## config.mk

```make
export PLATFORM = sky130hd
export DESIGN_NAME = fir_output_stage_flat
export DESIGN_NICKNAME = d
export VERILOG_FILES = /design/src/rtl/fir_pkg.sv /design/src/rtl/fir_output_stage_if.sv /design/src/rtl/fir_out_fifo.sv /design/src/rtl/fir_output_stage.sv /design/src/flat_wrapper.sv
export SDC_FILE = /design/constraint.sdc
export NUM_CORES = 1
export LEC_CHECK = 0
export CORE_MARGIN = 2
export CORE_UTILIZATION = 50
export CTS_CLUSTER_DIAMETER = 50
export DETAILED_ROUTE_END_ITERATION = 6
export GPL_TIMING_DRIVEN = 0
export PLACE_DENSITY = 0.83
export SLEW_MARGIN = 15
export SYNTH_ARGS = -nofsm -noshare
export SYNTH_HDL_FRONTEND = slang
export SYNTH_SLANG_ARGS = --single-unit
```

## constraint.sdc

```tcl
create_clock -name clk -period 3.1 [get_ports clk]
set_input_delay 0.465 -clock clk [delete_from_list [all_inputs] [get_ports clk]]
set_output_delay 0.465 -clock clk [all_outputs]
set_load 0.005 [all_outputs]
```

## src/rtl/fir_pkg.sv

```systemverilog
// Shared constants and helpers for the FIR output stage.
// Widths, saturation limits and the decimation select encoding.
package fir_pkg;

    localparam int FIR_IN_W  = 16;
    localparam int FIR_OUT_W = 8;
    localparam int SAT_MAX   = 127;
    localparam int SAT_MIN   = -128;

    typedef enum logic [1:0] {
        DECIM_1 = 2'd0,
        DECIM_2 = 2'd1,
        DECIM_4 = 2'd2,
        DECIM_8 = 2'd3
    } decim_e;

    // Counter value at which the next sample is pushed (N-1).
    function automatic logic [3:0] decim_last(input logic [1:0] decim);
        return (4'd1 << decim) - 4'd1;
    endfunction

endpackage

```

## src/rtl/fir_output_stage_if.sv

```systemverilog
// Sample stream in from the FIR core and drained result stream out.
// The output stage is the slave; the FIR core plus host act as master.
interface fir_output_stage_if #(
    parameter int IN_W  = 16,
    parameter int OUT_W = 8,
    parameter int DEPTH = 4
);
    localparam int LW = $clog2(DEPTH) + 1;

    logic signed [IN_W-1:0] y_in;
    logic                   y_valid;
    logic                   rd_en;
    logic [OUT_W-1:0]       dout;
    logic                   dout_valid;
    logic [LW-1:0]          level;

    modport master (
        output y_in, y_valid, rd_en,
        input  dout, dout_valid, level
    );

    modport slave (
        input  y_in, y_valid, rd_en,
        output dout, dout_valid, level
    );

endinterface

```

## src/rtl/fir_out_fifo.sv

```systemverilog
// Show-ahead FIFO: head shows the oldest entry, zero when empty.
// A push while full is accepted only if a pop frees the slot that cycle.
module fir_out_fifo #(
    parameter int DEPTH = 4,
    parameter int WIDTH = 8,
    parameter int LW    = $clog2(DEPTH) + 1
) (
    input  logic             clk,
    input  logic             rst_n,
    input  logic             push,
    input  logic             pop,
    input  logic             clr,
    input  logic [WIDTH-1:0] din,
    output logic [WIDTH-1:0] head,
    output logic             valid,
    output logic [LW-1:0]    level,
    output logic             full
);
    localparam int AW = $clog2(DEPTH);

    logic [WIDTH-1:0] mem [DEPTH];
    logic [AW-1:0]    wptr;
    logic [AW-1:0]    rptr;
    logic [LW-1:0]    cnt;
    logic             do_pop;
    logic             do_push;

    assign valid   = (cnt != '0);
    assign full    = (cnt == LW'(DEPTH));
    assign do_pop  = pop && valid;
    assign do_push = push && (!full || do_pop);
    assign level   = cnt;
    assign head    = valid ? mem[rptr] : '0;

    always_ff @(posedge clk or negedge rst_n) begin
        if (!rst_n) begin
            wptr <= '0;
            rptr <= '0;
            cnt  <= '0;
        end else if (clr) begin
            wptr <= '0;
            rptr <= '0;
            cnt  <= '0;
        end else begin
            if (do_push) wptr <= wptr + 1'b1;
            if (do_pop)  rptr <= rptr + 1'b1;
            cnt <= cnt + LW'(do_push) - LW'(do_pop);
        end
    end

    // Storage needs no reset: head is masked while the FIFO is empty.
    always_ff @(posedge clk) begin
        if (do_push && !clr) mem[wptr] <= din;
    end

endmodule

```

## src/rtl/fir_output_stage.sv

```systemverilog
// FIR result post-processing: rounding shift, 8-bit saturation,
// decimation by 1/2/4/8 and a show-ahead output FIFO with sticky flags.
module fir_output_stage
    import fir_pkg::*;
#(
    parameter int IN_W  = FIR_IN_W,
    parameter int OUT_W = FIR_OUT_W,
    parameter int DEPTH = 4
) (
    input  logic                clk,
    input  logic                rst_n,
    fir_output_stage_if.slave   bus,
    input  logic [3:0]          shift,
    input  logic [1:0]          decim,
    input  logic                clr,
    output logic                sat_flag,
    output logic                ovf_flag
);
    localparam int LW = $clog2(DEPTH) + 1;
    localparam logic signed [IN_W:0] HI = (IN_W+1)'(SAT_MAX);
    localparam logic signed [IN_W:0] LO = (IN_W+1)'(SAT_MIN);

    logic signed [IN_W:0] ext;
    logic signed [IN_W:0] half;
    logic signed [IN_W:0] rnd;
    logic signed [IN_W:0] shr;
    logic [OUT_W-1:0]     sample;
    logic                 sat;

    logic [2:0]           cnt;
    logic                 push;
    logic                 full;
    logic                 pop_ok;
    logic                 accept;
    logic                 drop;

    // One guard bit keeps the rounding add from wrapping.
    always_comb begin
        ext    = {bus.y_in[IN_W-1], bus.y_in};
        half   = '0;
        if (shift != 4'd0) half = (IN_W+1)'(1) << (shift - 4'd1);
        rnd    = ext + half;
        shr    = rnd >>> shift;
        sat    = 1'b0;
        sample = shr[OUT_W-1:0];
        if (shr > HI) begin
            sat    = 1'b1;
            sample = OUT_W'(SAT_MAX);
        end else if (shr < LO) begin
            sat    = 1'b1;
            sample = OUT_W'(SAT_MIN);
        end
    end

    // '>=' lets a shrinking decim flush at the next sample.
    assign push   = bus.y_valid && ({1'b0, cnt} >= decim_last(decim));
    assign pop_ok = bus.rd_en && bus.dout_valid;
    assign accept = push && (!full || pop_ok);
    assign drop   = push && full && !pop_ok;

    always_ff @(posedge clk or negedge rst_n) begin
        if (!rst_n) begin
            cnt      <= '0;
            sat_flag <= 1'b0;
            ovf_flag <= 1'b0;
        end else if (clr) begin
            cnt      <= '0;
            sat_flag <= 1'b0;
            ovf_flag <= 1'b0;
        end else begin
            if (push)             cnt <= '0;
            else if (bus.y_valid) cnt <= cnt + 3'd1;
            if (accept && sat) sat_flag <= 1'b1;
            if (drop)          ovf_flag <= 1'b1;
        end
    end

    fir_out_fifo #(
        .DEPTH (DEPTH),
        .WIDTH (OUT_W),
        .LW    (LW)
    ) u_fifo (
        .clk   (clk),
        .rst_n (rst_n),
        .push  (push),
        .pop   (bus.rd_en),
        .clr   (clr),
        .din   (sample),
        .head  (bus.dout),
        .valid (bus.dout_valid),
        .level (bus.level),
        .full  (full)
    );

endmodule
```

## src/flat_wrapper.sv

```systemverilog
// flat-port wrapper written by rule: the top's interface ports become plain ports
module fir_output_stage_flat import fir_pkg::*;
#(
    parameter int IN_W  = FIR_IN_W,
    parameter int OUT_W = FIR_OUT_W,
    parameter int DEPTH = 4
)
  (clk, rst_n, shift, decim, clr, sat_flag, ovf_flag, bus_y_in, bus_y_valid, bus_rd_en, bus_dout, bus_dout_valid, bus_level);
  fir_output_stage_if #(.IN_W(IN_W), .OUT_W(OUT_W), .DEPTH(DEPTH)) bus_i ();
  input  logic clk;
  input  logic rst_n;
  input  logic [3:0] shift;
  input  logic [1:0] decim;
  input  logic clr;
  output logic sat_flag;
  output logic ovf_flag;
  input wire logic [$bits(bus_i.y_in)-1:0] bus_y_in;
  input wire logic [$bits(bus_i.y_valid)-1:0] bus_y_valid;
  input wire logic [$bits(bus_i.rd_en)-1:0] bus_rd_en;
  output wire logic [$bits(bus_i.dout)-1:0] bus_dout;
  output wire logic [$bits(bus_i.dout_valid)-1:0] bus_dout_valid;
  output wire logic [$bits(bus_i.level)-1:0] bus_level;
  assign bus_i.y_in = bus_y_in;
  assign bus_i.y_valid = bus_y_valid;
  assign bus_i.rd_en = bus_rd_en;
  assign bus_dout = bus_i.dout;
  assign bus_dout_valid = bus_i.dout_valid;
  assign bus_level = bus_i.level;
  fir_output_stage #(.IN_W(IN_W), .OUT_W(OUT_W), .DEPTH(DEPTH)) u_core (.clk(clk), .rst_n(rst_n), .bus(bus_i), .shift(shift), .decim(decim), .clr(clr), .sat_flag(sat_flag), .ovf_flag(ovf_flag));
endmodule
```

==> run summary, run 1 <==
outcome = finished with violations
failing checks = setup timing
RR Endpoint = u_core.u_fifo.level[2]$_DFF_PN0_
R2R depth = 9
reg-to-reg slack, setup = 0.60 ns
worst-skew pair later-pin latency = 0.30 ns
die area = 0.008860 mm^2
Net count, final = 582
Max FO, Critical Path = 7
CP Launch Type = input port
Worst-Margin Slew = 0.7731 ns
Max Cap Violations = 0
commonest non-fill, non-tap cell in the layout = nor2_1
initial antenna violation count = 0
Hold Fails Final Rpt = 0
Max VDD drop = 0.2459 mV
DRT antenna net count = 0
initial DRC count = 330
crit-path cells = clkbuf_16, inv_8, nand2_8, nor3_4, ha_1, buf_6, and3_4, and3_4, a22oi_2, mux2_4, a21o_1, o311a_1, o211a_4, a211o_1, o21ai_4, buf_12, a21oi_2
P_leak = 2.219 nW
family with the most delay on the worst path = compound AO/OA/AOI/OAI gates
first-pass GRT wire length = 18,310 um
DIE HEIGHT = 94.13 um
Max Slew Vio Count = 0
WHS = 0.5153 ns
syn_area_per_cell = 9.210 um^2
commonest cells after routing, fill and taps aside = nor2_1 (43), buf_4 (42), clkdlybuf4s50_1 (34)
RSZ-0062 raised after global routing = true
Setup CP Type = input port to flop
H-tree depth = 2
Synth Instances = 441
Seq cells post-synth = 44
routability cong. = 0.9290
Power, Total = 0.002264 W
sequential-to-total area share from yosys stat = 31.05%
Total Routing Usage GR = 26.33%
clock sinks = 44
Initial Util = 52.02%
CTS tree = built
syn nets = 496
Overflow after GRT = 0
Routed WL = 11,380 um
Synth async-reset ratio = 27.27%
diodes inserted = 0
clk buf depth = 2
Area Overhead vs Synth = 37.15%
Yosys cell types = 77
Crit path top cell by count = and3_4
input/output buffers = 37
critical path's slowest cell = o311a_1
Residual DRC = 0
PD cells = 406.4 mW/mm^2
vias in the first global route = 3,840
reg2reg start = u_core.u_fifo.level[1]$_DFF_PN0_
Worst EP arrival = 3.82 ns
row count = 32
Slew HR = 48.46%
Critical path buffers and inverters = 4
Syn Std Cell Area = 0.004061 mm^2
Hold Crit Class = input port to asynchronous set/reset pin
crit end category = flop
setup TNS = -19.21 ns
Post-synth EDFFs = 32
io pins = 41
Final HPWL DP = 7861 um
Final Skew = 0.007140 ns
pre-CTS WS = -2.056 ns
Data required, critical path = 3.14 ns
crit path time final = 3.782 ns
Worst path max stage delay = 0.41 ns
number of fill cells = 555
setup ws final = -0.6820 ns
number of setup violations in the final report = 29
via count = 3,875
pin count of the biggest net entering global routing = 15
drt via density = 6.151
WL/cell = 18.07 um
clk slew on worst S/H paths = 0.08 ns
Core Area = 0.007807 mm^2
crit share post-route = 122.0%
dominant synthesized flop cell = edfxtp_1
Num CTS Buffers = 5
fmax = 264.4 MHz
DR pass1 iterations = 5
die width = 94.13 um
Syn. warnings = 0
clock root cell = clkbuf_8
share of cells above drive strength 1 = 30.30%
-- cells by family after synthesis --
family,Yosys count,synth area share (%)
AO/OA/AOI/OAI,123,22.06
flip-flops,44,31.05
buffers and inverters,41,4.529
multiplexers,28,9.642
XOR/XNOR,16,3.635
AND/OR/NAND/NOR,160,19.99
adder cells (fa/ha/maj),28,8.996
other,1,0.09233
-- power by group --
| group | internal, W | switching, W |
|---|---|---|
| sequential | 0.000685 | 0.0000239 |
| combinational | 0.000572 | 0.000522 |
| clock | 0.000263 | 0.000198 |
-- cells in the mapped netlist, types with 3 or more instances --
cell type	number	area, um^2
xor2_1	5	43.79
nand3_1	10	50.05
or3_1	4	25.02
mux2_2	4	45.04
ha_1	26	325.3
nand2b_1	5	31.28
clkbuf_1	14	52.55
nand4_1	4	25.02
a21oi_1	27	135.1
nor3_1	13	65.06
a211oi_2	3	37.54
and2_1	15	93.84
buf_2	3	15.01
a21o_1	5	37.54
mux4_2	8	180.2
a211oi_1	7	52.55
and3_1	4	25.02
edfxtp_1	32	960.9
o21ai_1	12	60.06
nor2_1	47	176.4
mux2i_1	14	140.1
dfrtp_1	12	300.3
a22oi_1	3	22.52
buf_1	5	18.77
o211ai_1	5	37.54
nand2_1	39	146.4
a31oi_1	3	18.77
inv_1	13	48.80
o21a_1	4	30.03
a211o_1	3	26.28
nor2b_1	5	31.28
o21ai_0	19	95.09
buf_6	3	33.78
xnor2_1	10	87.58
-- cell type report --
| class | count | area (um^2) | share of cell area (%) |
|---|---|---|---|
| multi-input cells | 356 | 3024 | 54.29 |
| flip-flops and latches | 44 | 1261 | 22.64 |
| repair buffers | 82 | 769.5 | 13.81 |
| plain buffers | 23 | 200.2 | 3.594 |
| well taps | 102 | 127.6 | 2.291 |
| clock buffers | 6 | 82.58 | 1.482 |
| inverters | 15 | 66.31 | 1.190 |
| clock inverters | 2 | 38.79 | 0.6963 |
-- worst register-to-register path: cells and delay by family (launching register included) --
family                   cells  cell delay (ns)
buffers and inverters        2             0.23
adder cells (fa/ha/maj)      3             0.85
AND/OR/NAND/NOR              3             0.68
XOR/XNOR                     1             0.17
flip-flops                   1             0.45
-- state kept, by name, indices dropped and copies added (netlist names) --
register and count:
u_core.u_fifo.mem 32, u_core.cnt 3, u_core.u_fifo.level 3, u_core.u_fifo.rptr 2
u_core.u_fifo.wptr 2, u_core.ovf_flag 1, u_core.sat_flag 1
-- how the worst max path moves through the flow --
stage | from | end | cells past startpoint
2_1_floorplan | shift[2] | u_core.u_fifo.mem[0][1]$_DFFE_PP_ | 16
3_3_place_gp | shift[2] | u_core.u_fifo.mem[0][2]$_DFFE_PP_ | 19
3_5_place_dp | shift[2] | u_core.u_fifo.mem[0][4]$_DFFE_PP_ | 19
4_1_cts | shift[2] | u_core.u_fifo.mem[3][2]$_DFFE_PP_ | 17
5_1_grt | shift[1] | u_core.u_fifo.mem[2][5]$_DFFE_PP_ | 17
6_report | shift[1] | u_core.u_fifo.mem[1][5]$_DFFE_PP_ | 17
-- what timing repair did --
item,in CTS,in global routing
setup buffers,37,7
gates cloned,1,0
hold endpoints to repair,0,0
endpoints found under the setup margin,35,34
hold buffers,0,0
pin swaps,36,20
gates resized for setup,78,23
-- stage by stage --
stage | util, % | cells | instance area [um^2]
finish | 71.35 | 630 | 5570
global route | 71.35 | 630 | 5570
CTS | 69.66 | 624 | 5439
detailed placement | 59.98 | 580 | 4683
global placement | 59.98 | 580 | 4683
floorplan | - | 441 | 4185
-- metal layers --
metal  share of wire (%)  global-route usage [%]
met5                   0                       0
met4                 4.1                   10.75
met3                 4.0                   2.408
met2                  53                   48.27
met1                  39                   31.41
Note: power is estimated with default switching activity, not from simulation.
==> run 2: changes to the inputs <==
--- a/config.mk
+++ b/config.mk
@@ -7,6 +7,7 @@
 export LEC_CHECK = 0
 export CORE_MARGIN = 2
 export CORE_UTILIZATION = 50
+export CTS_BUF_LIST = sky130_fd_sc_hd__clkbuf_16
 export CTS_CLUSTER_DIAMETER = 50
 export DETAILED_ROUTE_END_ITERATION = 6
 export GPL_TIMING_DRIVEN = 0
==> run summary, run 2 (synthesized netlist as in run 1, its figures left out) <==
outcome = finished with violations
failing checks = setup timing
clock root cell = clkbuf_16
Max FO, Critical Path = 8 (+1)
clk slew on worst S/H paths = 0.06 ns (-0.02 ns)
row count = 32 (unchanged)
Area Overhead vs Synth = 39.13%
switching power total = 0.0007829 W (+5.3%)
DR pass1 iterations = 7 (+2)
PD cells = 428.2 mW/mm^2 (+5.4%)
most flop-heavy register = u_core.u_fifo.mem
Comb power frac = 46.1% (-2.2 points)
worst-skew pair later-pin latency = 0.28 ns (-0.02 ns)
Total Routing Usage GR = 27.12% (+0.79 points)
fmax = 264.3 MHz (about the same)
commonest non-fill, non-tap cell in the layout = nor2_1
internal power = 0.001637 W (+7.7%)
Routed WL = 12,050 um (+5.9%)
setup ws final = -0.6830 ns (-0.001016 ns)
Overflow after GRT = 0 (unchanged)
number of setup violations in the final report = 29 (unchanged)
commonest cells after routing, fill and taps aside = nor2_1 (43), buf_4 (41), clkdlybuf4s50_1 (33)
pin count of the biggest net entering global routing = 15 (unchanged)
share of power burned in registers = 29.3% (-2.0 points)
WHS = 0.5326 ns (+0.01737 ns)
crit end category = flop
clk buf depth = 2 (unchanged)
multi-input gate area in the final layout = 0.003070 mm^2 (+1.5%)
Max Slew Vio Count = 0 (unchanged)
DIE HEIGHT = 94.13 um (unchanged)
Initial Util = 52.02% (unchanged)
H-tree depth = 2 (unchanged)
Data required, critical path = 3.12 ns (-0.02 ns)
RSZ-0062 raised after global routing = true
routability cong. = 0.9290 (unchanged)
Critical path buffers and inverters = 4 (unchanged)
Worst path max stage delay = 0.41 ns (about the same)
Switching Fraction = 32.36% (-0.49 points)
Max Cap Violations = 0 (unchanged)
post-route insts no fill = 628 (-0.32%)
WL/cell = 19.19 um (+6.2%)
Num CTS Buffers = 5 (unchanged)
max reg flops = 32 (unchanged)
CTS tree = built
clock sinks = 44 (unchanged)
io pins = 41 (unchanged)
CP Launch Type = input port
hold buffers post-CTS = 0 (unchanged)
Residual DRC = 0 (unchanged)
Final HPWL DP = 7861 um (unchanged)
die area = 0.008860 mm^2 (unchanged)
diodes inserted = 0 (unchanged)
drt via density = 6.358 (+3.4%)
initial antenna violation count = 0 (unchanged)
Setup CP Type = input port to flop
Core Area = 0.007807 mm^2 (unchanged)
Core Util, Final = 72.37% (+1.0 points)
Final Skew = 0.003964 ns (-0.003176 ns)
P_leak = 2.222 nW (+0.14%)
vias in the first global route = 3,913 (+1.9%)
initial DRC count = 384 (+16%)
input/output buffers = 37 (unchanged)
placed cell areas = 0.004683 mm^2 (unchanged)
share of cells above drive strength 1 = 30.80% (+0.50 points)
dpl cells = 580 (unchanged)
crit share post-route = 122.0% (about the same)
Slew HR = 47.68% (-0.78 points)
Max VDD drop = 0.2253 mV (-8.4%)
Worst EP arrival = 3.81 ns (about the same)
Storage cell area = 0.001261 mm^2 (unchanged)
Net count, final = 580 (-0.34%)
Hold Crit Class = flop to flop
family with the most delay on the worst path = compound AO/OA/AOI/OAI gates
Hold Fails Final Rpt = 0 (unchanged)
fin area = 0.005650 mm^2 (+1.4%)
die width = 94.13 um (unchanged)
first-pass GRT wire length = 18,750 um (+2.4%)
via count = 3,993 (+3.0%)
Worst-Margin Slew = 0.7848 ns (+0.01170 ns)
Clk network pwr share = 24.6% (+4.2 points)
crit path time final = 3.783 ns (+0.001016 ns)
DRT antenna net count = 0 (unchanged)
setup TNS = -19.19 ns (+0.02460 ns)
crit-path cells = clkbuf_16, inv_8, nand2_8, nor3_2, ha_2, fa_2, a211oi_4, o21ai_4, o31ai_4, o311ai_4, xnor2_2, buf_4, a211oi_4, or3_4, a41o_1, a31oi_4, buf_12, o21ai_4
critical path's slowest cell = or3_4
number of fill cells = 533 (-4.0%)
## run 2: worst paths after layout
kind | endpoint | slack, ns | startpoint | cells past startpoint
min in group asynchronous | u_core.u_fifo.level[1]$_DFF_PN0_ | 0.54 | rst_n | 1
max reg2reg | u_core.u_fifo.level[1]$_DFF_PN0_ | 0.53 | u_core.cnt[0]$_DFFE_PN0P_ | 11
min reg2reg | u_core.ovf_flag$_DFFE_PN0P_ | 0.53 | u_core.ovf_flag$_DFFE_PN0P_ | 1
max | u_core.u_fifo.mem[3][3]$_DFFE_PP_ | -0.68 | shift[1] | 18
max in group asynchronous | u_core.sat_flag$_DFFE_PN0P_ | 2.19 | rst_n | 1
min | u_core.ovf_flag$_DFFE_PN0P_ | 0.53 | u_core.ovf_flag$_DFFE_PN0P_ | 1
## run 2: per-layer routing
metal,vias to the layer above,track usage (%),part of all wire [%]
met5,-,0,0
met1,1900,31.39,38
met4,0,13.41,5.3
met3,62,3.692,5.4
li1,1830,-,-
met2,201,48.81,51
## run 2: cell type report
| cell class | count | share of cell area, % |
|---|---|---|
| Multi-Input combinational cell | 356 | 54.34 |
| Clock buffer | 5 | 2.214 |
| Timing Repair Buffer | 80 | 13.33 |
| Inverter | 15 | 1.240 |
| Sequential cell | 44 | 22.32 |
| Buffer | 23 | 3.543 |
| Clock inverter | 3 | 0.7529 |
| Tap cell | 102 | 2.259 |
## run 2: worst register-to-register path, cell delays in order (launching register included)
cell,delay (ns)
dfrtp_1,0.35
inv_1,0.07
ha_1,0.29
nand2b_1,0.14
a21o_1,0.20
a21oi_4,0.19
nand3b_1,0.18
ha_1,0.25
inv_1,0.06
ha_2,0.17
fa_1,0.40
nor2b_1,0.13
## run 2: through the flow
step | worst slack [ns] | power [W]
6_report | -0.6830 | 0.002420
5_1_grt | -0.7581 | 0.002541
4_1_cts | -0.6188 | 0.002352
3_5_place_dp | -2.056 | 0.001642
3_3_place_gp | -1.976 | 0.001611
2_1_floorplan | -0.8733 | 0.001328
## run 2: power groups by stage
| stage | sequential [W] | clock [W] | combinational, W |
|---|---|---|---|
| 4_1_cts | 0.000709 | 0.000595 | 0.00105 |
| 3_3_place_gp | 0.000717 | 0 | 0.000894 |
| 2_1_floorplan | 0.000716 | 0 | 0.000612 |
| 6_report | 0.000710 | 0.000595 | 0.00112 |
| 5_1_grt | 0.000713 | 0.000621 | 0.00121 |
| 3_5_place_dp | 0.000721 | 0 | 0.000921 |
## run 2: timing repair
item                       CTS  global route
pin swaps                   36            18
resized for setup           76            33
gates cloned                 1             0
setup endpoints to repair   35            63
buffers inserted            33             9
